$ cat src/rtl/seq_multibit_adder_pkg.sv
// -----------------------------------------------------------------------------
// seq_multibit_adder_pkg
// Shared definitions for the sequential multi-bit adder/subtractor:
//   - state_t      : FSM state encoding (IDLE / ADD / DONE)
//   - chunk_cfg_ok : elaboration-time legality check for the WIDTH/CHUNK pair
// No ports (package).
// -----------------------------------------------------------------------------
package seq_multibit_adder_pkg;

  typedef enum logic [1:0] {
    ST_IDLE = 2'd0,
    ST_ADD  = 2'd1,
    ST_DONE = 2'd2
  } state_t;

  // A configuration is legal when WIDTH is a positive whole multiple of CHUNK.
  function automatic bit chunk_cfg_ok(input int width, input int chunk);
    return (width >= 1) && (chunk >= 1) && (chunk <= width) &&
           ((width % chunk) == 0);
  endfunction

endpackage : seq_multibit_adder_pkg

$ cat src/rtl/seq_multibit_adder_chunk_adder.sv
// -----------------------------------------------------------------------------
// chunk_adder
// Combinational CHUNK-bit adder slice with carry-in and carry-out. The
// sequential adder reuses one instance for every chunk of the operands.
// Ports:
//   a, b  [CHUNK-1:0]  operand slices
//   cin                carry into the slice
//   sum   [CHUNK-1:0]  slice sum
//   cout               carry out of the slice
// -----------------------------------------------------------------------------
module chunk_adder #(
  parameter int CHUNK = 2
) (
  input  logic [CHUNK-1:0] a,
  input  logic [CHUNK-1:0] b,
  input  logic             cin,
  output logic [CHUNK-1:0] sum,
  output logic             cout
);

  logic [CHUNK:0] total;

  // Zero-extend everything to CHUNK+1 bits so the top bit is the carry out.
  assign total = {1'b0, a} + {1'b0, b} + {{CHUNK{1'b0}}, cin};
  assign sum   = total[CHUNK-1:0];
  assign cout  = total[CHUNK];

endmodule : chunk_adder

$ cat src/rtl/seq_multibit_adder.sv
// -----------------------------------------------------------------------------
// seq_multibit_adder
// Multi-cycle adder/subtractor. Operands are latched on accept and summed
// CHUNK bits per clock through a single chunk_adder, with the inter-chunk
// carry held in a register. Result, carry and signed overflow are presented
// with a valid/ready handshake and held until consumed.
//
// Optional build macro:
//   SEQ_ADDER_SATURATE_EN - on signed overflow, clamp out to the signed
//                           extreme in the direction of operand A's sign.
//                           carry/overflow flags are unaffected.
//
// Ports:
//   clk        clock, all state updates on the rising edge
//   reset      synchronous active-high reset
//   in_valid   operands and mode presented
//   in_ready   block can accept an operation (IDLE only)
//   a, b       [WIDTH-1:0] operands
//   sub        0 = a+b, 1 = a-b
//   out_valid  result valid, held until out_ready
//   out_ready  downstream accepts result
//   out        [WIDTH-1:0] sum/difference
//   carry      final carry out (for subtract, 1 = no borrow)
//   overflow   signed overflow of the WIDTH-bit result
// -----------------------------------------------------------------------------
module seq_multibit_adder
  import seq_multibit_adder_pkg::*;
#(
  parameter int WIDTH = 8,
  parameter int CHUNK = 2
) (
  input  logic             clk,
  input  logic             reset,
  input  logic             in_valid,
  output logic             in_ready,
  input  logic [WIDTH-1:0] a,
  input  logic [WIDTH-1:0] b,
  input  logic             sub,
  output logic             out_valid,
  input  logic             out_ready,
  output logic [WIDTH-1:0] out,
  output logic             carry,
  output logic             overflow
);

  localparam int NUM_CHUNKS = WIDTH / CHUNK;
  localparam int CNT_W      = (NUM_CHUNKS > 1) ? $clog2(NUM_CHUNKS) : 1;
  localparam logic [CNT_W-1:0] LAST_CNT = CNT_W'(NUM_CHUNKS - 1);

  if (!chunk_cfg_ok(WIDTH, CHUNK)) begin : g_bad_cfg
    $error("seq_multibit_adder: WIDTH (%0d) must be a positive multiple of CHUNK (%0d)",
           WIDTH, CHUNK);
  end

  // ---------------------------------------------------------------------------
  // Declarations
  // ---------------------------------------------------------------------------
  state_t           state_q, state_d;
  logic [CNT_W-1:0] count_q;
  logic [WIDTH-1:0] a_q, b_q;       // A and B' (B already inverted for subtract)
  logic [WIDTH-1:0] result_q;       // partial result, filled one chunk per cycle
  logic             carry_q;        // ripple carry between chunks
  logic [WIDTH-1:0] out_q;
  logic             carry_out_q;
  logic             overflow_q;

  logic             accept;
  logic             last_chunk;
  int               chunk_lsb;
  logic [CHUNK-1:0] a_chunk, b_chunk, sum_chunk;
  logic             chunk_cout;
  logic [WIDTH-1:0] result_full;
  logic [WIDTH-1:0] out_final;
  logic             ovf_final;

  assign accept     = (state_q == ST_IDLE) && in_valid;
  assign last_chunk = (count_q == LAST_CNT);
  assign chunk_lsb  = int'(count_q) * CHUNK;

  // ---------------------------------------------------------------------------
  // Chunk datapath: one adder slice, operand slices selected by count
  // ---------------------------------------------------------------------------
  assign a_chunk = a_q[chunk_lsb +: CHUNK];
  assign b_chunk = b_q[chunk_lsb +: CHUNK];

  chunk_adder #(
    .CHUNK (CHUNK)
  ) u_chunk_adder (
    .a    (a_chunk),
    .b    (b_chunk),
    .cin  (carry_q),
    .sum  (sum_chunk),
    .cout (chunk_cout)
  );

`ifdef SEQ_ADDER_SATURATE_EN
  localparam logic [WIDTH-1:0] SAT_MAX = {WIDTH{1'b1}} >> 1;  // 0111..1
  localparam logic [WIDTH-1:0] SAT_MIN = ~SAT_MAX;            // 1000..0
`endif

  // Result as it will look once the current chunk is written; on the final
  // ADD edge this is the complete sum, so flags are derived from it directly.
  // NOTE: every variable assigned in always_comb gets a default first, so no
  // path can leave it unassigned and infer a latch.
  always_comb begin
    result_full                     = result_q;
    result_full[chunk_lsb +: CHUNK] = sum_chunk;
    ovf_final = (a_q[WIDTH-1] == b_q[WIDTH-1]) &&
                (result_full[WIDTH-1] != a_q[WIDTH-1]);
    out_final = result_full;
`ifdef SEQ_ADDER_SATURATE_EN
    if (ovf_final) begin
      out_final = a_q[WIDTH-1] ? SAT_MIN : SAT_MAX;
    end
`endif
  end

  // ---------------------------------------------------------------------------
  // FSM: state register
  // ---------------------------------------------------------------------------
  // NOTE: sequential state uses non-blocking (<=) so every register samples
  // pre-edge values regardless of process ordering.
  always_ff @(posedge clk) begin
    if (reset) begin
      state_q <= ST_IDLE;
    end else begin
      state_q <= state_d;
    end
  end

  // FSM: next-state logic
  always_comb begin
    state_d = state_q;
    unique case (state_q)
      ST_IDLE: if (in_valid)   state_d = ST_ADD;
      ST_ADD:  if (last_chunk) state_d = ST_DONE;
      ST_DONE: if (out_ready)  state_d = ST_IDLE;
      default:                 state_d = ST_IDLE;
    endcase
  end

  // FSM: handshake outputs
  always_comb begin
    in_ready  = 1'b0;
    out_valid = 1'b0;
    unique case (state_q)
      ST_IDLE: in_ready  = 1'b1;
      ST_DONE: out_valid = 1'b1;
      default: ;
    endcase
  end

  // ---------------------------------------------------------------------------
  // Control and result registers (reset)
  // ---------------------------------------------------------------------------
  always_ff @(posedge clk) begin
    if (reset) begin
      count_q     <= '0;
      carry_q     <= 1'b0;
      out_q       <= '0;
      carry_out_q <= 1'b0;
      overflow_q  <= 1'b0;
    end else if (accept) begin
      count_q <= '0;
      carry_q <= sub;   // +1 of the two's-complement negate enters as carry-in
    end else if (state_q == ST_ADD) begin
      count_q <= count_q + 1'b1;
      carry_q <= chunk_cout;
      if (last_chunk) begin
        out_q       <= out_final;
        carry_out_q <= chunk_cout;
        overflow_q  <= ovf_final;
      end
    end
  end

  // ---------------------------------------------------------------------------
  // Operand and partial-result registers
  // ---------------------------------------------------------------------------
  // NOTE: these datapath registers are deliberately not reset: each one is
  // fully rewritten (operands on accept, every result chunk during ADD)
  // before anything downstream observes it.
  always_ff @(posedge clk) begin
    if (accept) begin
      a_q <= a;
      b_q <= sub ? ~b : b;
    end
    if (state_q == ST_ADD) begin
      result_q <= result_full;
    end
  end

  assign out      = out_q;
  assign carry    = carry_out_q;
  assign overflow = overflow_q;

endmodule : seq_multibit_adder

$ cat config.mk
export PLATFORM = sky130hd
export DESIGN_NAME = seq_multibit_adder
export DESIGN_NICKNAME = d
export VERILOG_FILES = /design/src/rtl/seq_multibit_adder_pkg.sv /design/src/rtl/seq_multibit_adder_chunk_adder.sv /design/src/rtl/seq_multibit_adder.sv
export SDC_FILE = /design/constraint.sdc
export NUM_CORES = 1
export LEC_CHECK = 0
export BUFFER_PORTS_ARGS = -buffer_cell sky130_fd_sc_hd__buf_2
export CAP_MARGIN = 0
export CORE_MARGIN = 4
export CORE_UTILIZATION = 45
export CTS_CLUSTER_SIZE = 40
export DETAILED_ROUTE_END_ITERATION = 16
export HOLD_SLACK_MARGIN = 0.15
export PLACE_DENSITY = 0.63
export SLEW_MARGIN = 20
export SYNTH_ARGS = -nofsm -noshare
export SYNTH_HDL_FRONTEND = slang
export SYNTH_SLANG_ARGS = --single-unit
$ cat constraint.sdc
create_clock -name clk -period 7.9 [get_ports clk]
set_clock_uncertainty 0.1 [all_clocks]
set_input_delay 1.58 -clock clk [delete_from_list [all_inputs] [get_ports clk]]
set_output_delay 1.58 -clock clk [all_outputs]
set_load 0.05 [all_outputs]
# After elaboration in Yosys (flattened, before gate mapping)
# Index checks and enable logic that the tools add are counted.
[op_classes]
addsub = 4
multipliers = 0
div = 0
n_lt_le_gt_ge = 0
n_eq_ne = 8
shifts = 4
n_mux = 10
bitwise = 2
n_reduce_logical = 7
[op_table]
columns = ["op", "n"]
rows = [
  ["$neg 3->33", 1],
  ["$shift 2x33->8 const A", 1],
  ["$shiftx 2x33->8", 1],
  ["$shiftx 8x4->2", 2],
  ["$bwmux 8", 1],
  ["$mux 8", 1],
  ["$not 8->8", 1],
  ["$mux 2", 3],
  ["$ne 2x2->1 const B", 3],
  ["$pmux 2 s3", 1],
  ["$reduce_and 3->1", 2],
  ["$eq 2x2->1 const B", 2],
  ["$mux 1", 4],
  ["$add 2x2->3", 1],
  ["$add 3x1->3", 1],
  ["$add 2x1->2 const B", 1],
  ["$eq 2x1->1 const B", 1],
  ["$logic_and 1x1->1", 2],
  ["$logic_not 2->1", 1],
  ["$reduce_bool 2->1", 1],
  ["$reduce_or 2->1", 1],
  ["$eq 1x1->1", 1],
  ["$ne 1x1->1", 1],
  ["$not 1->1", 1],
]
[totals]
reg_bits = 39
latchBits = 0
ramBits = 0
mem_bits_ro = 0
word_cells = 44
memories = 0

# Logic depth before layout (Yosys ltp)
# Gate-level depths: netlist of run 1.
[depth]
depth_word = 7
ltp_mapped = 8

# By module
# A second synthesis of run 1 with hierarchy kept.
[unflattened]
hier_cells = 142
hier_area_um2 = 1824.2
[modules_own_cells]
columns = ["mod", "instances", "cells_each", "area_each_um2", "seq_area_each_um2"]
rows = [
  ["seq_multibit_adder", 1, 132, 1754.2, 1021.0],
  ["chunk_adder", 1, 10, 70.1, 0.0],
]

# Least setup slack after synthesis of run 1
# No wires, ideal clock.
[synth_path]
path_kind = "reg2reg"
from = "reg count_q[0]"
to = "reg overflow_q (netlist: overflow)"
arrival_time_ns = 2.895
required_ns = 7.712
setup_slack_ns = 4.817
path_stages_with_launch = 9
n_path_buf = 1
period_less_slack_ns = 3.083
path_cell_list = "dfxtp_1 -> buf_2 -> mux4_2 -> fa_1 -> fa_1 -> nor2b_2 -> a31oi_1 -> or3_1 -> a311oi_2"
[synth_via]
elab_chain_len = 7
[synth_rtl]
columns = ["element", "line", "source"]
rows = [
  ["start: declaration", "seq_multibit_adder.sv:59", "logic [CNT_W-1:0] count_q;"],
  ["start signal: assignment", "seq_multibit_adder.sv:167", "count_q <= count_q + 1'b1;"],
  ["$shiftx 8x4->2 (on tied branches)", "seq_multibit_adder.sv:83, seq_multibit_adder.sv:84", ""],
  ["$add 2x2->3", "seq_multibit_adder_chunk_adder.sv:24", "assign total = {1'b0, a} + {1'b0, b} + {{CHUNK{1'b0}}, cin};"],
  ["$add 3x1->3", "seq_multibit_adder_chunk_adder.sv:24", ""],
  ["$shiftx 2x33->8", "seq_multibit_adder.sv:107", "result_full[chunk_lsb +: CHUNK] = sum_chunk;"],
  ["$bwmux 8", "seq_multibit_adder.sv:107", ""],
  ["$ne 1x1->1", "seq_multibit_adder.sv:109", "(result_full[WIDTH-1] != a_q[WIDTH-1]);"],
  ["$logic_and 1x1->1", "seq_multibit_adder.sv:108", "ovf_final = (a_q[WIDTH-1] == b_q[WIDTH-1]) &&"],
  ["end signal: assignment", "seq_multibit_adder.sv:172", "overflow_q <= ovf_final;"],
  ["end: declaration", "seq_multibit_adder.sv:65", "logic overflow_q;"],
]
# Parallel ways exist; a longest one is shown, timed or not.
# A chain may end at the register's enable or synchronous reset.

# Worst setup path after layout of run 1
# Same ends and word-level chain as after synthesis.

==> out/summary.txt, run 1 <==
Layout Utilization = 54.9%
largest cells by area after synthesis = edfxtp_1, dfxtp_1, mux4_2
synthesized flop and latch total = 39
worst reg2reg endpoint = overflow
initial antenna violation count = 0
Final ANT Viol Nets = 0
Crit Path Class = reg -> reg
hold buffer count at cts = 0
Clk Latency, worst-skew pair = 0.28 ns
reg2reg start = count_q[0]
RSZ-0062 raised after global routing = false
FF-to-FF setup slack = 4.46 ns
crit-path cells = mux4_2 -> fa_1 -> fa_1 -> nor2b_2 -> a31oi_1 -> or3_1 -> a311oi_2
TritonCTS clock tree = built
Slew @ Worst Pin = 0.647 ns
switch share = 22.3%
Tcrit/Tclk final = 43.6%
crit-path max FO = 14
Achievable Freq = 291 MHz
post-CTS setup buffers = 0
number of flops mapped to enable cells by yosys = 24
H-Tree Depth = 2
most common cell after layout, fill and taps aside = buf_2
fin crit period = 3.44 ns
n_diodes = 0
Top FF cell, synth = edfxtp_1
Port Buffers = 32
Post-DP HPWL = 2370 µm
syn nets = 162
nets = 196
Startpoint Class = flip-flop
Die Area = 5080 µm²
Setup Total Neg Slack = 0 ns
status = finished, final reports clean
most frequent cells in the layout = buf_2, edfxtp_1, nor2_1, dfxtp_1, nor2b_1
core area = 3770 µm²
most frequent CP cell = fa_1
worst hold start = out[6]
worst reg-to-reg path cell count = 7
drt wl/cell = 14.4 µm
Internal = 0.000334 W
Sink Count = 39
Slowest-stage cell, CP = dfxtp_1
Vias = 1129
Starting DRT DRC Count = 49
Peak supply drop = 0.000103 V
pwr dens = 207 nW/µm²
clock power share = 33.8%
endpoints failing hold = 0
CP Buf/Inv Count = 0
Synth top area share = 40.0%
Worst path top cell family by delay = adder cells
Max Root-Sink Buffers = 2
Post-Syn Instances = 133
total wire length = 3100 µm
Die X = 71.3 µm
share of cells above drive strength 1 = 31.0%
Overall Global Routing Usage = 13.1%
Max-Cap Viols = 0
first-pass GRT wire length = 5050 µm
Crit path required time = 7.99 ns
I/O pin cnt = 33
TritonCTS buffer count = 5
gpl congestion = 0.799
std cell rows = 22
Seq/Total Area, Yosys = 56.7%
Hold EP = out[6]
Synth Area per Inst = 13.5 µm²
Gate power share = 11.3%
Die Y = 71.3 µm
Residual DRC = 0
Seq pwr share = 54.8%
Hold Crit Class = reg -> reg
Pleak = 0.829 nW
Final WS setup = 4.46 ns
post-CTS sizing = 0
pre-CTS setup slack = 4.49 ns
Max stage delay on crit path = 0.70 ns
Max Transition Viols Final = 0
vias in the first global route = 1092
Synth Warn # = 0
largest net degree at the start of global routing = 17
asr flop ratio synth = 0%
Clock Tree Root = clkbuf_8
grt ovf = 0
Clk pin slew, worst setup/hold paths = 0.07 ns
CP Capture Type = flip-flop
post-synthesis cell area = 1800 µm²
largest area contributor in the netlist = edfxtp_1
synth unique cells = 37
# setup viols final = 0
Rel. slew slack = 56.9%
starting density of the core = 47.7%
P&R area growth vs syn = 15.0%
FILL cells = 329
hold path depth = 2
DRT Pass-1 Iters = 4
NetSw = 0.0000957 W
CP arrival = 3.53 ns
DR vias/cell = 5.23
## registers in the layout, indices dropped and copies added, names as in the netlist
register,count
a_q,8
carry_q,1
overflow,1
out,8
state_q,2
result_q,8
carry,1
count_q,2
b_q,8
## per-stage QoR
stage / instance area, µm² / std cells / power (W) / hold WS (ns)
after floorplan: 1800 / 133 / 0.000273 / 0.394
after global placement: 1970 / 208 / 0.000287 / 0.370
after detailed placement: 1970 / 208 / 0.000289 / 0.383
after CTS: 2070 / 216 / 0.000433 / 0.400
after global routing: 2070 / 216 / 0.000448 / 0.440
final: 2070 / 216 / 0.000429 / 0.392
## final cells by class
type / instances / area, µm² / area share, %
sequential: 39 / 1020 / 49.3
multi-input combinational: 84 / 709 / 34.3
timing repair buffer: 32 / 160 / 7.73
clock buffer: 8 / 101 / 4.89
tap: 48 / 60.1 / 2.90
inverter: 5 / 18.8 / 0.906
## power by group through the flow
stage	Clock, W	Sequential [W]	Combinational (W)
3_3_place_gp	0	0.000240	0.0000476
4_1_cts	0.000148	0.000236	0.0000492
3_5_place_dp	0	0.000240	0.0000491
5_1_grt	0.000157	0.000237	0.0000543
6_report	0.000145	0.000235	0.0000487
2_1_floorplan	0	0.000237	0.0000362
## routing by layer
layer	vias to the layer above	part of all wire, %	track usage [%]
met1	553	39	15.6
met3	2	5.4	4.77
met2	31	55	22.0
met4	0	0.61	4.38
li1	543	-	-
met5	-	0	0
## tightest hold or removal path, stage by stage (launching register included)
cell	delay [ns]
dfxtp_1	0.33
mux2i_1	0.06
nor2_1	0.07
## how the worst max path moves through the flow
stage | from | end | slack [ns] | depth (start not counted)
2_1_floorplan | count_q[0] | overflow | 4.82 | 8
3_3_place_gp | count_q[0] | overflow | 4.60 | 7
3_5_place_dp | count_q[0] | overflow | 4.49 | 7
4_1_cts | count_q[0] | overflow | 4.47 | 7
5_1_grt | count_q[0] | overflow | 4.28 | 7
6_report | count_q[0] | overflow | 4.46 | 7
## logic make-up after synthesis
logic type	count (synthesis)	share of synthesized area, %
AOI/OAI and AO/OA	16	7.71
buffers and inverters	10	3.89
muxes	11	8.90
xor gates and xnor gates	8	3.89
adders and majority gates	8	6.39
and+or+nand+nor	41	12.5
DFF	39	56.7
## synth_stat cells, types with 3 or more instances
master	count
xor2_1	8
dfxtp_1	15
nor2b_1	9
mux2i_1	7
inv_1	5
nor2_1	16
edfxtp_1	24
ha_1	6
a31o_2	3
mux4_2	4
nand3_1	3
(Power assumes the default switching activity.)
==> run 2, diff against run 1 <==
--- a/config.mk
+++ b/config.mk
@@ -12,7 +12,7 @@
 export CTS_CLUSTER_SIZE = 40
 export DETAILED_ROUTE_END_ITERATION = 16
 export HOLD_SLACK_MARGIN = 0.15
-export PLACE_DENSITY = 0.63
+export PLACE_DENSITY = 0.65
 export SLEW_MARGIN = 20
 export SYNTH_ARGS = -nofsm -noshare
 export SYNTH_HDL_FRONTEND = slang
==> constraint.sdc (replaced) <==
create_clock -name clk -period 3.05 [get_ports clk]
set_clock_uncertainty 0.1 [all_clocks]
set_input_delay 0.61 -clock clk [delete_from_list [all_inputs] [get_ports clk]]
set_output_delay 0.61 -clock clk [all_outputs]
set_load 0.05 [all_outputs]
==> out/summary.txt, run 2 (synthesized netlist as in run 1, its figures left out) <==
largest net degree at the start of global routing = 17 (unchanged)
RSZ-0062 raised after global routing = false
Setup Total Neg Slack = 0 ns (unchanged)
Slowest-stage cell, CP = fa_1
Residual DRC = 0 (unchanged)
CP Capture Type = flip-flop
pre-CTS setup slack = 0.0809 ns (-4.41 ns)
hold buffer count at cts = 0 (unchanged)
Tot Pwr = 0.00113 W (+160%)
Tcrit/Tclk final = 95.2% (+52 points)
worst reg2reg endpoint = overflow
Clock Tree Root = clkbuf_8
met2 usage = 24.3% (+2.2 points)
grt ovf = 0 (unchanged)
total wire length = 3160 µm (+1.9%)
M3 GR Usage = 4.35% (-0.42 points)
hold path depth = 1 (-1)
Starting DRT DRC Count = 79 (+61%)
register area = 1020 µm² (+0.12%)
share of cells above drive strength 1 = 34.1% (+3.2 points)
I/O pin cnt = 33 (unchanged)
nets = 201 (+2.6%)
most common cell after layout, fill and taps aside = buf_2
DRT Pass-1 Iters = 4 (unchanged)
CP Buf/Inv Count = 0 (unchanged)
Rel. slew slack = 56.5% (-0.36 points)
Die Area = 5080 µm² (unchanged)
gr busiest metal = met2
crit-path max FO = 4 (-10)
vias in the first global route = 1131 (+3.6%)
most frequent CP cell = fa_1
area taken by multi-input logic gates = 716 µm² (+0.88%)
TritonCTS clock tree = built
gpl congestion = 0.793 (-0.71%)
P&R area growth vs syn = 17.5%
FF-to-FF setup slack = 0.15 ns (-4.31 ns)
CP Capture Point = overflow
Achievable Freq = 344 MHz (+19%)
Max stage delay on crit path = 0.53 ns (-0.17 ns)
Die Y = 71.3 µm (unchanged)
Final WS setup = 0.146 ns (-4.31 ns)
reg2reg start = count_q[0]
DR vias/cell = 4.98 (-4.8%)
Post-DP HPWL = 2380 µm (+0.38%)
worst reg-to-reg path cell count = 7 (unchanged)
crit-path cells = mux4_2 -> fa_1 -> fa_1 -> nor2b_2 -> a31oi_2 -> or3_1 -> a311oi_2
Worst path top cell family by delay = adder cells
placed cell count = 213 (+2.4%)
Port Buffers = 32 (unchanged)
Max-Cap Viols = 0 (unchanged)
fin cells = 221 (+2.3%)
Clk Latency, worst-skew pair = 0.29 ns (about the same)
Crit Path Class = reg -> reg
first-pass GRT wire length = 5460 µm (+8.2%)
fin crit period = 2.90 ns (-0.539 ns)
Hold Crit Class = in -> reg
endpoints failing hold = 0 (unchanged)
Overall Global Routing Usage = 14.1% (+0.94 points)
post-CTS setup buffers = 0 (unchanged)
Final ANT Viol Nets = 0 (unchanged)
Layout Utilization = 56.1% (+1.2 points)
Clk pin slew, worst setup/hold paths = 0.08 ns (about the same)
Max Root-Sink Buffers = 2 (unchanged)
Max Transition Viols Final = 0 (unchanged)
H-Tree Depth = 2 (unchanged)
post-CTS sizing = 0 (unchanged)
Slew @ Worst Pin = 0.652 ns (+0.00536 ns)
core area = 3770 µm² (unchanged)
drt wl/cell = 14.3 µm (-0.37%)
starting density of the core = 47.7% (unchanged)
initial antenna violation count = 0 (unchanged)
Sink Count = 39 (unchanged)
std cell rows = 22 (unchanged)
Pleak = 0.856 nW (+3.2%)
Startpoint Class = flip-flop
status = finished, final reports clean
Die X = 71.3 µm (unchanged)
TritonCTS buffer count = 5 (unchanged)
n_diodes = 0 (unchanged)
most frequent cells in the layout = buf_2, edfxtp_1, nor2_1, dfxtp_1, nor2b_1
pwr dens = 533 nW/µm² (+160%)
Vias = 1100 (-2.6%)
# setup viols final = 0 (unchanged)
CP arrival = 3.01 ns (-0.52 ns)
Peak supply drop = 0.000355 V (+250%)
met1 usage = 15.9% (+0.32 points)
FILL cells = 315 (-4.3%)
Worst Setup SP = count_q[0]
Levels on crit path = 7 (unchanged)
Crit path required time = 3.15 ns (-4.84 ns)
==> run 2: cell types whose count changed in the layout (fill, tap and decap cells not counted), sizes merged <==
cell,change
buf,+5
==> run 2: stage by stage <==
stage,cell area [µm²],hold WS [ns]
finish,2120,0.396
global route,2120,0.384
CTS,2110,0.385
detailed placement,2010,0.385
global placement,2010,0.370
floorplan,1800,0.394
==> run 2: worst min-delay path by stage <==
stage                 endpoint  startpoint
finish                  a_q[5]        a[5]
global route            a_q[5]        a[5]
CTS                     a_q[7]        a[7]
detailed placement      out[6]      out[6]
global placement        out[3]      out[3]
floorplan           state_q[0]  state_q[0]
==> run 2: routing by layer <==
| layer | vias up | wire length (µm) |
|---|---|---|
| met4 | 0 | 59 |
| met5 | - | 0 |
| met1 | 512 | 1310 |
| met2 | 28 | 1630 |
| li1 | 554 | - |
| met3 | 6 | 162 |
==> run 2: cell type report <==
class                      count  share of cell area (%)
clock buffer                   8                    4.79
inverter                       5                   0.887
multi-input combinational     84                    33.8
sequential                    39                    48.3
tap                           48                    2.84
timing repair buffer          37                    9.34
==> run 2: where the power goes <==
group          switching (W)  internal (W)
clock               0.000169      0.000212
sequential         0.0000118      0.000594
combinational      0.0000760     0.0000652
==> run 3, diff against run 2 <==
==> constraint.sdc (replaced) <==
create_clock -name clk -period 3.05 [get_ports clk]
set_clock_uncertainty 0.1 [all_clocks]
set_input_delay 0.1525 -clock clk [delete_from_list [all_inputs] [get_ports clk]]
set_output_delay 0.1525 -clock clk [all_outputs]
set_load 0.05 [all_outputs]
==> out/summary.txt, run 3 (synthesized netlist as in run 1, its figures left out) <==
status = finished, final reports clean
Achievable Freq = 344 MHz (about the same)
register area = 1020 µm² (unchanged)
Starting DRT DRC Count = 75 (-5.1%)
Crit path required time = 3.15 ns (about the same)
share of cells above drive strength 1 = 30.6% (-3.5 points)
pwr dens = 497 nW/µm² (-6.8%)
Seq pwr share = 52.6% (-1.1 points)
n_diodes = 0 (unchanged)
core area = 3770 µm² (unchanged)
endpoints failing hold = 0 (unchanged)
Startpoint Class = flip-flop
gpl congestion = 0.793 (unchanged)
first-pass GRT wire length = 5980 µm (+9.4%)
area taken by multi-input logic gates = 716 µm² (unchanged)
# setup viols final = 0 (unchanged)
Pleak = 0.942 nW (+10%)
vias in the first global route = 1239 (+9.5%)
most frequent cells in the layout = buf_2, edfxtp_1, dlygate4sd3_1, nor2_1, dfxtp_1
TritonCTS clock tree = built
Final ANT Viol Nets = 0 (unchanged)
starting density of the core = 47.7% (unchanged)
fin crit period = 2.90 ns (+0.00121 ns)
Tot Pwr = 0.00115 W (+2.0%)
CP arrival = 3.01 ns (about the same)
Clock Tree Root = clkbuf_8
Overall Global Routing Usage = 15.5% (+1.4 points)
clock power share = 33.3% (-0.4 points)
Post-DP HPWL = 2380 µm (unchanged)
gr busiest metal = met2
Hold Crit Class = in -> reg
Setup Total Neg Slack = 0 ns (unchanged)
nets = 221 (+10%)
grt ovf = 0 (unchanged)
Peak supply drop = 0.000361 V (+1.7%)
Tcrit/Tclk final = 95.2% (about the same)
std cell rows = 22 (unchanged)
H-Tree Depth = 2 (unchanged)
Internal = 0.000887 W (+1.8%)
Sink Count = 39 (unchanged)
Die Y = 71.3 µm (unchanged)
CP Capture Type = flip-flop
switch share = 22.9% (+0.16 points)
Layout Utilization = 61.4% (+5.3 points)
met1 usage = 16.1% (+0.17 points)
most common cell after layout, fill and taps aside = buf_2
NetSw = 0.000264 W (+2.8%)
I/O pin cnt = 33 (unchanged)
M3 GR Usage = 4.49% (+0.14 points)
met2 usage = 28.9% (+4.6 points)
TritonCTS buffer count = 5 (unchanged)
Die X = 71.3 µm (unchanged)
Max Root-Sink Buffers = 2 (unchanged)
Slew @ Worst Pin = 0.651 ns (-0.00112 ns)
Clk Latency, worst-skew pair = 0.29 ns (about the same)
Gate power share = 14.0% (+1.5 points)
Max-Cap Viols = 0 (unchanged)
initial antenna violation count = 0 (unchanged)
Residual DRC = 0 (unchanged)
Vias = 1195 (+8.6%)
Die Area = 5080 µm² (unchanged)
total wire length = 3510 µm (+11%)
Port Buffers = 32 (unchanged)
Clk pin slew, worst setup/hold paths = 0.08 ns (about the same)
DRT Pass-1 Iters = 4 (unchanged)
DR vias/cell = 4.96 (-0.38%)
Crit Path Class = reg -> reg
FILL cells = 295 (-6.3%)
P&R area growth vs syn = 28.6%
Rel. slew slack = 56.6% (+0.075 points)
Max Transition Viols Final = 0 (unchanged)
largest net degree at the start of global routing = 17 (unchanged)
crit-path max FO = 4 (unchanged)
RSZ-0062 raised after global routing = false
drt wl/cell = 14.6 µm (+1.8%)
## run 3: cell types whose count changed in the layout (fill, tap and decap cells not counted)
cell	previous run	this run
dlygate4sd3_1	0	20
## run 3: what timing repair did
item / 4_1_cts / 5_1_grt
buffers inserted: 0 / 0
hold buffers: 20 / 0
endpoints found under the hold margin: 26 / 0
resized for setup: 0 / 2
endpoints found under the setup margin: 0 / 1
## run 3: critical path: stages, from the launching register on
cell	delay (ns)
dfxtp_2	0.38
mux4_2	0.52
fa_1	0.43
fa_1	0.53
nor2b_2	0.18
a31oi_2	0.12
or3_1	0.34
a311oi_2	0.23
## run 3: final timing paths
kind              start        to  slack [ns]  cells after the start
max reg2reg  count_q[0]  overflow        0.15                      7
min reg2reg      out[1]    out[1]        0.40                      2
min                 sub    b_q[5]        0.22                      2
max          count_q[0]  overflow        0.15                      7
## run 3: per-layer routing
| layer | share of wire, % | up-vias | wire length, µm |
|---|---|---|---|
| li1 | - | 594 | - |
| met1 | 39 | 565 | 1380 |
| met2 | 54 | 30 | 1900 |
| met3 | 4.7 | 6 | 165 |
| met4 | 1.7 | 0 | 59 |
| met5 | 0 | - | 0 |
## run 3: layout make-up
cell class | count | area share [%]
tap | 48 | 2.59
timing repair buffer | 57 | 17.2
clock buffer | 8 | 4.38
multi-input combinational | 84 | 30.9
sequential | 39 | 44.1
inverter | 5 | 0.810
## run 3: power by group through the flow
stage                     Sequential [W]  Clock, W  Combinational, W
after floorplan                 0.000614         0         0.0000943
after global routing            0.000609  0.000417          0.000179
after global placement          0.000616         0          0.000134
after detailed placement        0.000618         0          0.000142
after CTS                       0.000606  0.000393          0.000161
final                           0.000606  0.000383          0.000162
## run 3: stage by stage
step | instances | area, µm² | hold slack (ns) | worst slack [ns]
global route | 241 | 2320 | 0.223 | 0.00691
global placement | 213 | 2010 | 0.230 | 0.186
detailed placement | 213 | 2010 | 0.231 | 0.0809
floorplan | 133 | 1800 | 0.120 | 0.0282
CTS | 241 | 2310 | 0.214 | 0.0740
finish | 241 | 2320 | 0.225 | 0.145
